File: src/rtl/alu_arbiter_if.sv
// Handshake bundle between the two requesters, the shared ALU and alu_arbiter.
// The slave modport is the arbiter; the master modport is everything around it.
interface alu_arbiter_if #(
    parameter int DW   = 4,
    parameter int OPW  = 3,
    parameter int CNTW = 8
);
    logic            req0_valid;
    logic            req0_ready;
    logic [DW-1:0]   req0_a;
    logic [DW-1:0]   req0_b;
    logic [OPW-1:0]  req0_op;

    logic            req1_valid;
    logic            req1_ready;
    logic [DW-1:0]   req1_a;
    logic [DW-1:0]   req1_b;
    logic [OPW-1:0]  req1_op;

    logic            resp0_valid;
    logic            resp0_ready;
    logic            resp1_valid;
    logic            resp1_ready;
    logic [DW-1:0]   resp_data;

    logic [DW-1:0]   alu_a;
    logic [DW-1:0]   alu_b;
    logic [OPW-1:0]  alu_op;
    logic [DW-1:0]   alu_res;

    logic            busy;
    logic            grant_id;
    logic [CNTW-1:0] done_cnt;

    modport slave (
        input  req0_valid, req0_a, req0_b, req0_op,
        input  req1_valid, req1_a, req1_b, req1_op,
        input  resp0_ready, resp1_ready, alu_res,
        output req0_ready, req1_ready, resp0_valid, resp1_valid, resp_data,
        output alu_a, alu_b, alu_op, busy, grant_id, done_cnt
    );

    modport master (
        output req0_valid, req0_a, req0_b, req0_op,
        output req1_valid, req1_a, req1_b, req1_op,
        output resp0_ready, resp1_ready, alu_res,
        input  req0_ready, req1_ready, resp0_valid, resp1_valid, resp_data,
        input  alu_a, alu_b, alu_op, busy, grant_id, done_cnt
    );
endinterface

File: src/rtl/alu_arbiter.sv
// Round-robin arbiter sharing one combinational ALU between two requesters.
// One transaction at a time: IDLE (accept) -> EXEC (settle) -> RESP (hand back).
module alu_arbiter #(
    parameter int DW   = 4,
    parameter int OPW  = 3,
    parameter int CNTW = 8
) (
    input  logic          clk,
    input  logic          rst_n,
    alu_arbiter_if.slave  bus
);

    typedef enum logic [1:0] {
        S_IDLE = 2'd0,
        S_EXEC = 2'd1,
        S_RESP = 2'd2
    } state_t;

    state_t          r_state;
    state_t          w_state_nxt;
    logic            r_last_grant;
    logic            r_grant_id;
    logic [DW-1:0]   r_alu_a;
    logic [DW-1:0]   r_alu_b;
    logic [OPW-1:0]  r_alu_op;
    logic [DW-1:0]   r_resp_data;
    logic [CNTW-1:0] r_done_cnt;

    logic            w_winner;
    logic            w_accept;
    logic            w_complete;
    logic            w_resp_ready_sel;
    logic            w_req0_ready;
    logic            w_req1_ready;
    logic            w_resp0_valid;
    logic            w_resp1_valid;

    // Contention goes to whoever did not win last; a lone request simply wins.
    assign w_winner         = (bus.req0_valid && bus.req1_valid) ? ~r_last_grant
                                                                 : bus.req1_valid;
    assign w_resp_ready_sel = r_grant_id ? bus.resp1_ready : bus.resp0_ready;

    always_ff @(posedge clk or negedge rst_n) begin
        if (!rst_n) begin
            r_state <= S_IDLE;
        end else begin
            // NOTE: sequential state uses non-blocking assignments so every register
            // samples pre-edge values regardless of process ordering.
            r_state <= w_state_nxt;
        end
    end

    always_comb begin
        // NOTE: every output of this block gets a default first; a path that leaves
        // one unassigned would otherwise infer a latch.
        w_state_nxt   = r_state;
        w_accept      = 1'b0;
        w_complete    = 1'b0;
        w_req0_ready  = 1'b0;
        w_req1_ready  = 1'b0;
        w_resp0_valid = 1'b0;
        w_resp1_valid = 1'b0;
        case (r_state)
            S_IDLE: begin
                // rst_n gating keeps ready low while reset is held with valid asserted.
                if (rst_n && (bus.req0_valid || bus.req1_valid)) begin
                    w_accept     = 1'b1;
                    w_req0_ready = ~w_winner;
                    w_req1_ready = w_winner;
                    w_state_nxt  = S_EXEC;
                end
            end
            S_EXEC: begin
                w_state_nxt = S_RESP;
            end
            S_RESP: begin
                w_resp0_valid = ~r_grant_id;
                w_resp1_valid = r_grant_id;
                if (w_resp_ready_sel) begin
                    w_complete  = 1'b1;
                    w_state_nxt = S_IDLE;
                end
            end
            default: begin
                w_state_nxt = S_IDLE;
            end
        endcase
    end

    always_ff @(posedge clk or negedge rst_n) begin
        if (!rst_n) begin
            r_alu_a      <= '0;
            r_alu_b      <= '0;
            r_alu_op     <= '0;
            r_grant_id   <= 1'b0;
            r_resp_data  <= '0;
            r_last_grant <= 1'b1;
            r_done_cnt   <= '0;
        end else begin
            // The payload is copied on acceptance, so later requester changes are harmless.
            if (w_accept) begin
                r_alu_a    <= w_winner ? bus.req1_a  : bus.req0_a;
                r_alu_b    <= w_winner ? bus.req1_b  : bus.req0_b;
                r_alu_op   <= w_winner ? bus.req1_op : bus.req0_op;
                r_grant_id <= w_winner;
            end
            if (r_state == S_EXEC) begin
                r_resp_data <= bus.alu_res;
            end
            if (w_complete) begin
                r_last_grant <= r_grant_id;
                r_done_cnt   <= r_done_cnt + CNTW'(1);
            end
        end
    end

    assign bus.req0_ready  = w_req0_ready;
    assign bus.req1_ready  = w_req1_ready;
    assign bus.resp0_valid = w_resp0_valid;
    assign bus.resp1_valid = w_resp1_valid;
    assign bus.resp_data   = r_resp_data;
    assign bus.alu_a       = r_alu_a;
    assign bus.alu_b       = r_alu_b;
    assign bus.alu_op      = r_alu_op;
    assign bus.busy        = (r_state != S_IDLE);
    assign bus.grant_id    = r_grant_id;
    assign bus.done_cnt    = r_done_cnt;

endmodule

File: src/flat_wrapper.sv
// flat-port wrapper written by rule: the top's interface ports become plain ports
module alu_arbiter_flat 
#(
    parameter int DW   = 4,
    parameter int OPW  = 3,
    parameter int CNTW = 8
)
  (clk, rst_n, bus_req0_valid, bus_req0_a, bus_req0_b, bus_req0_op, bus_req1_valid, bus_req1_a, bus_req1_b, bus_req1_op, bus_resp0_ready, bus_resp1_ready, bus_alu_res, bus_req0_ready, bus_req1_ready, bus_resp0_valid, bus_resp1_valid, bus_resp_data, bus_alu_a, bus_alu_b, bus_alu_op, bus_busy, bus_grant_id, bus_done_cnt);
  alu_arbiter_if #(.DW(DW), .OPW(OPW), .CNTW(CNTW)) bus_i ();
  input  logic clk;
  input  logic rst_n;
  input wire logic [$bits(bus_i.req0_valid)-1:0] bus_req0_valid;
  input wire logic [$bits(bus_i.req0_a)-1:0] bus_req0_a;
  input wire logic [$bits(bus_i.req0_b)-1:0] bus_req0_b;
  input wire logic [$bits(bus_i.req0_op)-1:0] bus_req0_op;
  input wire logic [$bits(bus_i.req1_valid)-1:0] bus_req1_valid;
  input wire logic [$bits(bus_i.req1_a)-1:0] bus_req1_a;
  input wire logic [$bits(bus_i.req1_b)-1:0] bus_req1_b;
  input wire logic [$bits(bus_i.req1_op)-1:0] bus_req1_op;
  input wire logic [$bits(bus_i.resp0_ready)-1:0] bus_resp0_ready;
  input wire logic [$bits(bus_i.resp1_ready)-1:0] bus_resp1_ready;
  input wire logic [$bits(bus_i.alu_res)-1:0] bus_alu_res;
  output wire logic [$bits(bus_i.req0_ready)-1:0] bus_req0_ready;
  output wire logic [$bits(bus_i.req1_ready)-1:0] bus_req1_ready;
  output wire logic [$bits(bus_i.resp0_valid)-1:0] bus_resp0_valid;
  output wire logic [$bits(bus_i.resp1_valid)-1:0] bus_resp1_valid;
  output wire logic [$bits(bus_i.resp_data)-1:0] bus_resp_data;
  output wire logic [$bits(bus_i.alu_a)-1:0] bus_alu_a;
  output wire logic [$bits(bus_i.alu_b)-1:0] bus_alu_b;
  output wire logic [$bits(bus_i.alu_op)-1:0] bus_alu_op;
  output wire logic [$bits(bus_i.busy)-1:0] bus_busy;
  output wire logic [$bits(bus_i.grant_id)-1:0] bus_grant_id;
  output wire logic [$bits(bus_i.done_cnt)-1:0] bus_done_cnt;
  assign bus_i.req0_valid = bus_req0_valid;
  assign bus_i.req0_a = bus_req0_a;
  assign bus_i.req0_b = bus_req0_b;
  assign bus_i.req0_op = bus_req0_op;
  assign bus_i.req1_valid = bus_req1_valid;
  assign bus_i.req1_a = bus_req1_a;
  assign bus_i.req1_b = bus_req1_b;
  assign bus_i.req1_op = bus_req1_op;
  assign bus_i.resp0_ready = bus_resp0_ready;
  assign bus_i.resp1_ready = bus_resp1_ready;
  assign bus_i.alu_res = bus_alu_res;
  assign bus_req0_ready = bus_i.req0_ready;
  assign bus_req1_ready = bus_i.req1_ready;
  assign bus_resp0_valid = bus_i.resp0_valid;
  assign bus_resp1_valid = bus_i.resp1_valid;
  assign bus_resp_data = bus_i.resp_data;
  assign bus_alu_a = bus_i.alu_a;
  assign bus_alu_b = bus_i.alu_b;
  assign bus_alu_op = bus_i.alu_op;
  assign bus_busy = bus_i.busy;
  assign bus_grant_id = bus_i.grant_id;
  assign bus_done_cnt = bus_i.done_cnt;
  alu_arbiter #(.DW(DW), .OPW(OPW), .CNTW(CNTW)) u_core (.clk(clk), .rst_n(rst_n), .bus(bus_i));
endmodule
File: config.mk
export PLATFORM = sky130hd
export DESIGN_NAME = alu_arbiter_flat
export DESIGN_NICKNAME = d
export VERILOG_FILES = /design/src/rtl/alu_arbiter_if.sv /design/src/rtl/alu_arbiter.sv /design/src/flat_wrapper.sv
export SDC_FILE = /design/constraint.sdc
export NUM_CORES = 1
export LEC_CHECK = 0
export CELL_PAD_IN_SITES_DETAIL_PLACEMENT = 1
export CELL_PAD_IN_SITES_GLOBAL_PLACEMENT = 2
export CORE_ASPECT_RATIO = 0.8
export CORE_MARGIN = 1.5
export CORE_UTILIZATION = 22
export DETAILED_ROUTE_END_ITERATION = 16
export PLACE_DENSITY = 0.83
export SLEW_MARGIN = 10
export SYNTH_ARGS = -nofsm -noshare
export SYNTH_HDL_FRONTEND = slang
export SYNTH_SLANG_ARGS = --single-unit
File: constraint.sdc
create_clock -name clk -period 1.25 [get_ports clk]
set_input_delay 0.125 -clock clk [delete_from_list [all_inputs] [get_ports clk]]
set_output_delay 0.125 -clock clk [all_outputs]
set_load 0.05 [all_outputs]
==> results.cfg, run 1 <==
[floorplanning]
die_x_um = 87.9
die_area_mm2 = 0.00623
rows = 24
core_region_area_mm2 = 0.00550
ios = 61
start_util_pct = 23.1
die_y_um = 70.9

[yosys]
synth_cells = 104
syn_nets = 137
yosysUniqueCellTypes = 29
ys_ff_latch = 27
synth_area_per_cell_um2 = 12.2
seq_area_frac_synth_pct = 53.4
netlist_area_mm2 = 0.00127
synth.yosys.warnings = 0

[clock_tree]
root_buffer = clkbuf_8
cts_buffer_depth = 2
cts_tree = done
cts.clk_slew.worst_paths_ns = 0.10
cts_buffers = 3
htreeDepth = 1
cts.sinks = 27
clkLatencyLatePin_ns = 0.28

[critical_path]
end_kind = output port
critPathMaxFanout = 4
r2r-end = u_core.bus.done_cnt[6]
cp.required_ns = 1.12
rr_worst_depth = 5
ff2ff_setup_slack_ns = -0.27
crit_path_start_kind = flip-flop
crit_type = flip-flop to output port
arrival_ns = 1.49
r2r-start = u_core.r_state[0]

[timing]
rsz0062_at_grt = yes
period_minus_slack_ns = 1.61
hold_viol = 0
finalClockSkew_ns = 0.00461
max_freq_mhz = 620
relSlewSlack_pct = 61.2
tightest_slew_ns = 0.580
drv_slew = 0
finalSetupViolations = 26
setup_ws_ns = -0.363
fin_setup_tns_ns = -4.76
finalCritPeriodShare_pct = 129
hold_ws_ns = 0.322

[place]
dpl_worst_slack_ns = -0.618
gp_congestion = 0.739
post_dp_cell_area_mm2 = 0.00234
portBuffers = 60
dp_hpwl_um = 3150
place_inst = 249

[pwr]
clock_power_share_pct = 6.3
finalPower_mw = 8.12
switchingPower_mw = 3.68
share_comb_of_total_power_pct = 70.5
swShare_pct = 45.3
intPower_mw = 4.45
vdd_drop_max_mv = 2.03
p_leak_nw = 1.17
p_per_area_mw_per_mm2 = 2880
seqPwrFrac_pct = 23.2

[global_routing]
overflow = 0
grt_pass1_vias = 1469
antenna_found_initial = 0
grt_pass1_wl_um = 8080
grt_util_all_layers_pct = 17.3
grt_max_degree = 29

[layout]
final_cell_area_mm2 = 0.00282
layout-drive-gt1-share_pct = 55.6
finalNetCount = 230
syn_to_final_growth_pct = 122
nFillCells = 549
multi_input_area_um2 = 768
final_cell_mix = clkdlybuf4s50_1, buf_12, dfrtp_1
final_util_pct = 51.3
finalNonFillerCells = 274
final_common_cell = clkdlybuf4s50_1
register_area_um2 = 681
n_antenna_cell = 0

[routing]
drcViolationCount = 0
via_per_inst = 4.62
drt-wirelength-per-cell_um = 19.1
wl_um = 5240
first_iter_violations = 37
vias = 1266
first_pass_iters = 4
ant_nets = 0

[outcome]
violations = setup timing
outcome = finished with violations

[job]
maxCapViolCount = 0

[min_path]
hp-class = input port to async pin
-- sequential cells by signal, summed over array words and instances (netlist names) --
name                  flops
u_core.bus.alu_a          4
u_core.bus.alu_b          4
u_core.bus.alu_op         3
u_core.bus.done_cnt       8
u_core.bus.grant_id       1
u_core.bus.resp_data      4
u_core.r_last_grant       1
u_core.r_state            2
-- cell type report --
cell class | instances | area share, %
clock buffer | 3 | 1.47
clock inverter | 1 | 0.178
inverter | 3 | 0.400
multi-input combinational | 69 | 27.3
sequential | 27 | 24.2
tap | 78 | 3.47
timing repair buffer | 93 | 43.0
-- cell usage after synthesis --
cell type	count	area, µm²
dfrtp_1	26	651
a2bb2oi_1	11	96.3
o32ai_1	11	96.3
xor2_1	7	61.3
nor2_1	6	22.5
mux2_2	4	45.0
nand2_1	4	15.0
nor3_1	4	20.0
clkbuf_1	3	11.3
inv_1	3	11.3
nor2b_1	3	18.8
nand2b_1	2	12.5
nand3_1	2	10.0
nand4_1	2	12.5
nor4_2	2	25.0
a211o_1	1	8.76
a21bo_2	1	10.0
and2_1	1	6.26
buf_2	1	5.00
buf_6	1	11.3
dfstp_2	1	26.3
ha_1	1	12.5
mux2_1	1	11.3
mux2i_4	1	22.5
nand3b_1	1	7.51
nor2_4	1	11.3
o2bb2ai_1	1	8.76
or2_2	1	6.26
or3b_4	1	11.3
-- power groups by stage --
stage	logic, mW	registers [mW]	clock network (mW)
6_report	5.72	1.89	0.512
4_1_cts	5.53	1.87	0.526
5_1_grt	5.92	1.94	0.562
3_3_place_gp	4.59	1.79	0
2_1_floorplan	1.09	2.92	0
3_5_place_dp	4.67	1.82	0
-- worst max-delay path: stages (launching register included) --
cell and delay [ns]:
dfrtp_1 0.40, or3b_4 0.46, nor3_4 0.18, buf_12 0.17
-- logic make-up after synthesis --
logic type	share of synthesized area, %
AND/OR/NAND/NOR	14.1
flip-flops	53.4
AO/OA/AOI/OAI	17.4
buffers and inverters	3.06
XOR/XNOR	4.84
multiplexers	6.22
adder cells (fa/ha/maj)	0.987
-- how the worst max path moves through the flow --
stage | endpoint | from | cells after the start
6_report | bus_req0_ready | u_core.r_state[0] | 3
3_3_place_gp | u_core.bus.alu_a[3] | bus_req1_valid | 4
2_1_floorplan | u_core.bus.done_cnt[1] | u_core.bus.grant_id | 3
3_5_place_dp | u_core.bus.alu_a[1] | bus_req1_valid | 4
5_1_grt | bus_req0_ready | u_core.r_state[0] | 3
4_1_cts | bus_req0_ready | u_core.r_state[1] | 3
-- timing repair --
| action | CTS | global route |
|---|---|---|
| pin swaps | 12 | 10 |
| setup endpoints to repair | 27 | 27 |
| gates resized for setup | 54 | 10 |
| buffers inserted | 15 | 12 |
| cloned | 1 | 0 |
| hold buffers | 0 | 0 |
-- layer usage --
metal,track usage (%),share of wire (%)
met1,21.2,40
met2,29.5,54
met3,3.27,4.5
met4,7.58,1.8
met5,0,0
Note: power is estimated with default switching activity, not from simulation.
==> run 2: changes to the inputs <==
--- a/config.mk
+++ b/config.mk
@@ -6,12 +6,12 @@
 export NUM_CORES = 1
 export LEC_CHECK = 0
 export CELL_PAD_IN_SITES_DETAIL_PLACEMENT = 1
-export CELL_PAD_IN_SITES_GLOBAL_PLACEMENT = 2
+export CELL_PAD_IN_SITES_GLOBAL_PLACEMENT = 1
 export CORE_ASPECT_RATIO = 0.8
 export CORE_MARGIN = 1.5
-export CORE_UTILIZATION = 22
+export CORE_UTILIZATION = 27
 export DETAILED_ROUTE_END_ITERATION = 16
-export PLACE_DENSITY = 0.83
+export PLACE_DENSITY = 0.82
 export SLEW_MARGIN = 10
 export SYNTH_ARGS = -nofsm -noshare
 export SYNTH_HDL_FRONTEND = slang
==> run 2 against run 1 <==
  * The run still ends with setup timing left
  * Critical path depth unchanged
  * Utilization up 8.3 points
  * Die area down 18%
  * Sequential power up 2%
  * Non-clock buffer count down 8
  * Final area down 3.9%
  * Largest cell class unchanged
==> results.cfg, run 2 (same netlist as run 1, synthesis figures left out) <==
[timing]
relSlewSlack_pct = 56.6
hold_viol = 0
drv_slew = 0
tightest_slew_ns = 0.648
finalClockSkew_ns = 0.000736
finalSetupViolations = 32
max_freq_mhz = 620
fin_setup_tns_ns = -6.49
period_minus_slack_ns = 1.61
finalCritPeriodShare_pct = 129
rsz0062_at_grt = yes
setup_ws_ns = -0.363

[layout]
largest_reg_flops = 8
finalNetCount = 222
final_cell_mix = clkdlybuf4s50_1, buf_12, dfrtp_1
finalNonFillerCells = 248
n_antenna_cell = 0
layout-drive-gt1-share_pct = 53.7
final_common_cell = clkdlybuf4s50_1
syn_to_final_growth_pct = 114

[place]
gp_congestion = 0.747
dp_hpwl_um = 3320
portBuffers = 60
place_inst = 229

[job]
maxCapViolCount = 0

[floorplanning]
rows = 22
die_x_um = 79.6
start_util_pct = 27.9
core_region_area_mm2 = 0.00454
die_area_mm2 = 0.00512
die_y_um = 64.3
ios = 61

[critical_path]
arrival_ns = 1.49
crit_path_start_kind = flip-flop
critPathMaxFanout = 12
end_kind = output port
cp.required_ns = 1.12
ff2ff_setup_slack_ns = -0.33
crit_type = flip-flop to output port
rr_worst_depth = 5

[routing]
wl_met3_um = 227
drcViolationCount = 0
routed.top_layer = met4
first_pass_iters = 4
vias = 1263
drt-wirelength-per-cell_um = 23.0
via_per_inst = 5.09
first_iter_violations = 55
route.met2.wl_um = 2970
ant_nets = 0
wl_um = 5710
drt-met1-wl_um = 2360

[clock_tree]
clkLatencyLatePin_ns = 0.29
cts_buffers = 3
cts_tree = done
root_buffer = clkbuf_8
cts.clk_slew.worst_paths_ns = 0.10
cts.sinks = 27
htreeDepth = 1
cts_buffer_depth = 2

[global_routing]
antenna_found_initial = 0
overflow = 0
grt_pass1_vias = 1400
grt_util_all_layers_pct = 22.4
grt_pass1_wl_um = 8350
grt_max_degree = 29

[outcome]
outcome = finished with violations
violations = setup timing

[min_path]
hp-class = input port to async pin

[pwr]
p_leak_nw = 1.13
p_per_area_mw_per_mm2 = 2980
vdd_drop_max_mv = 1.85
[run 2: cell types whose count changed in the layout (fill, tap and decap cells not counted), moves of 2 or more]
cell	previous run	this run
nor3_4	3	1
mux2_2	4	0
mux2_4	1	5
nor3_2	1	3
buf_6	21	10
[run 2: worst paths after layout]
path,end,from
min in group clk,u_core.bus.resp_data[3],bus_alu_res[3]
hold reg to reg,u_core.r_last_grant,u_core.r_last_grant
hold / removal,u_core.bus.resp_data[3],rst_n
setup reg to reg,u_core.bus.alu_b[2],u_core.r_state[1]
setup / recovery,bus_req0_ready,u_core.r_last_grant
max in group asynchronous,u_core.r_last_grant,rst_n
[run 2: stage by stage]
stage | power, mW | utilization, % | setup WS, ns | cell area [µm²] | hold WS, ns
2_1_floorplan | 4.01 | - | -0.199 | 1300 | -0.171
3_3_place_gp | 6.33 | 50.6 | -0.493 | 2300 | 0.470
3_5_place_dp | 6.49 | 50.6 | -0.622 | 2300 | 0.484
4_1_cts | 7.61 | 56.6 | -0.327 | 2570 | 0.298
5_1_grt | 8.31 | 59.6 | -0.419 | 2710 | 0.311
6_report | 8.05 | 59.6 | -0.363 | 2710 | 0.292
[run 2: repair_timing]
item | in CTS | in global routing
gates cloned | 0 | 1
gates resized for setup | 38 | 13
hold buffers | 0 | 0
pin swaps | 9 | 6
buffers inserted | 6 | 12
setup endpoints to repair | 27 | 31
[run 2: worst max-delay path, stage by stage (launching register included)]
cell and delay [ns]:
dfstp_2 0.40, nor2b_2 0.53, nor3_4 0.10, buf_12 0.17
[run 2: where the power goes]
part	switching (mW)	internal, mW
Clock	0.310	0.225
Sequential	0.629	1.30
Combinational	2.76	2.82
[run 2: layout make-up]
class	count	area (µm²)
fill	449	1840
tap	60	75.1
sequential	27	682
clock inverter	1	5.00
multi-input combinational	69	751
inverter	3	11.3
clock buffer	3	41.3
timing repair buffer	85	1140
[run 2: routing by layer]
layer / vias up / GRT usage, %
met1: 653 / 28.3
li1: 559 / -
met3: 10 / 4.43
met2: 41 / 37.6
met5: - / 0
met4: 0 / 8.55
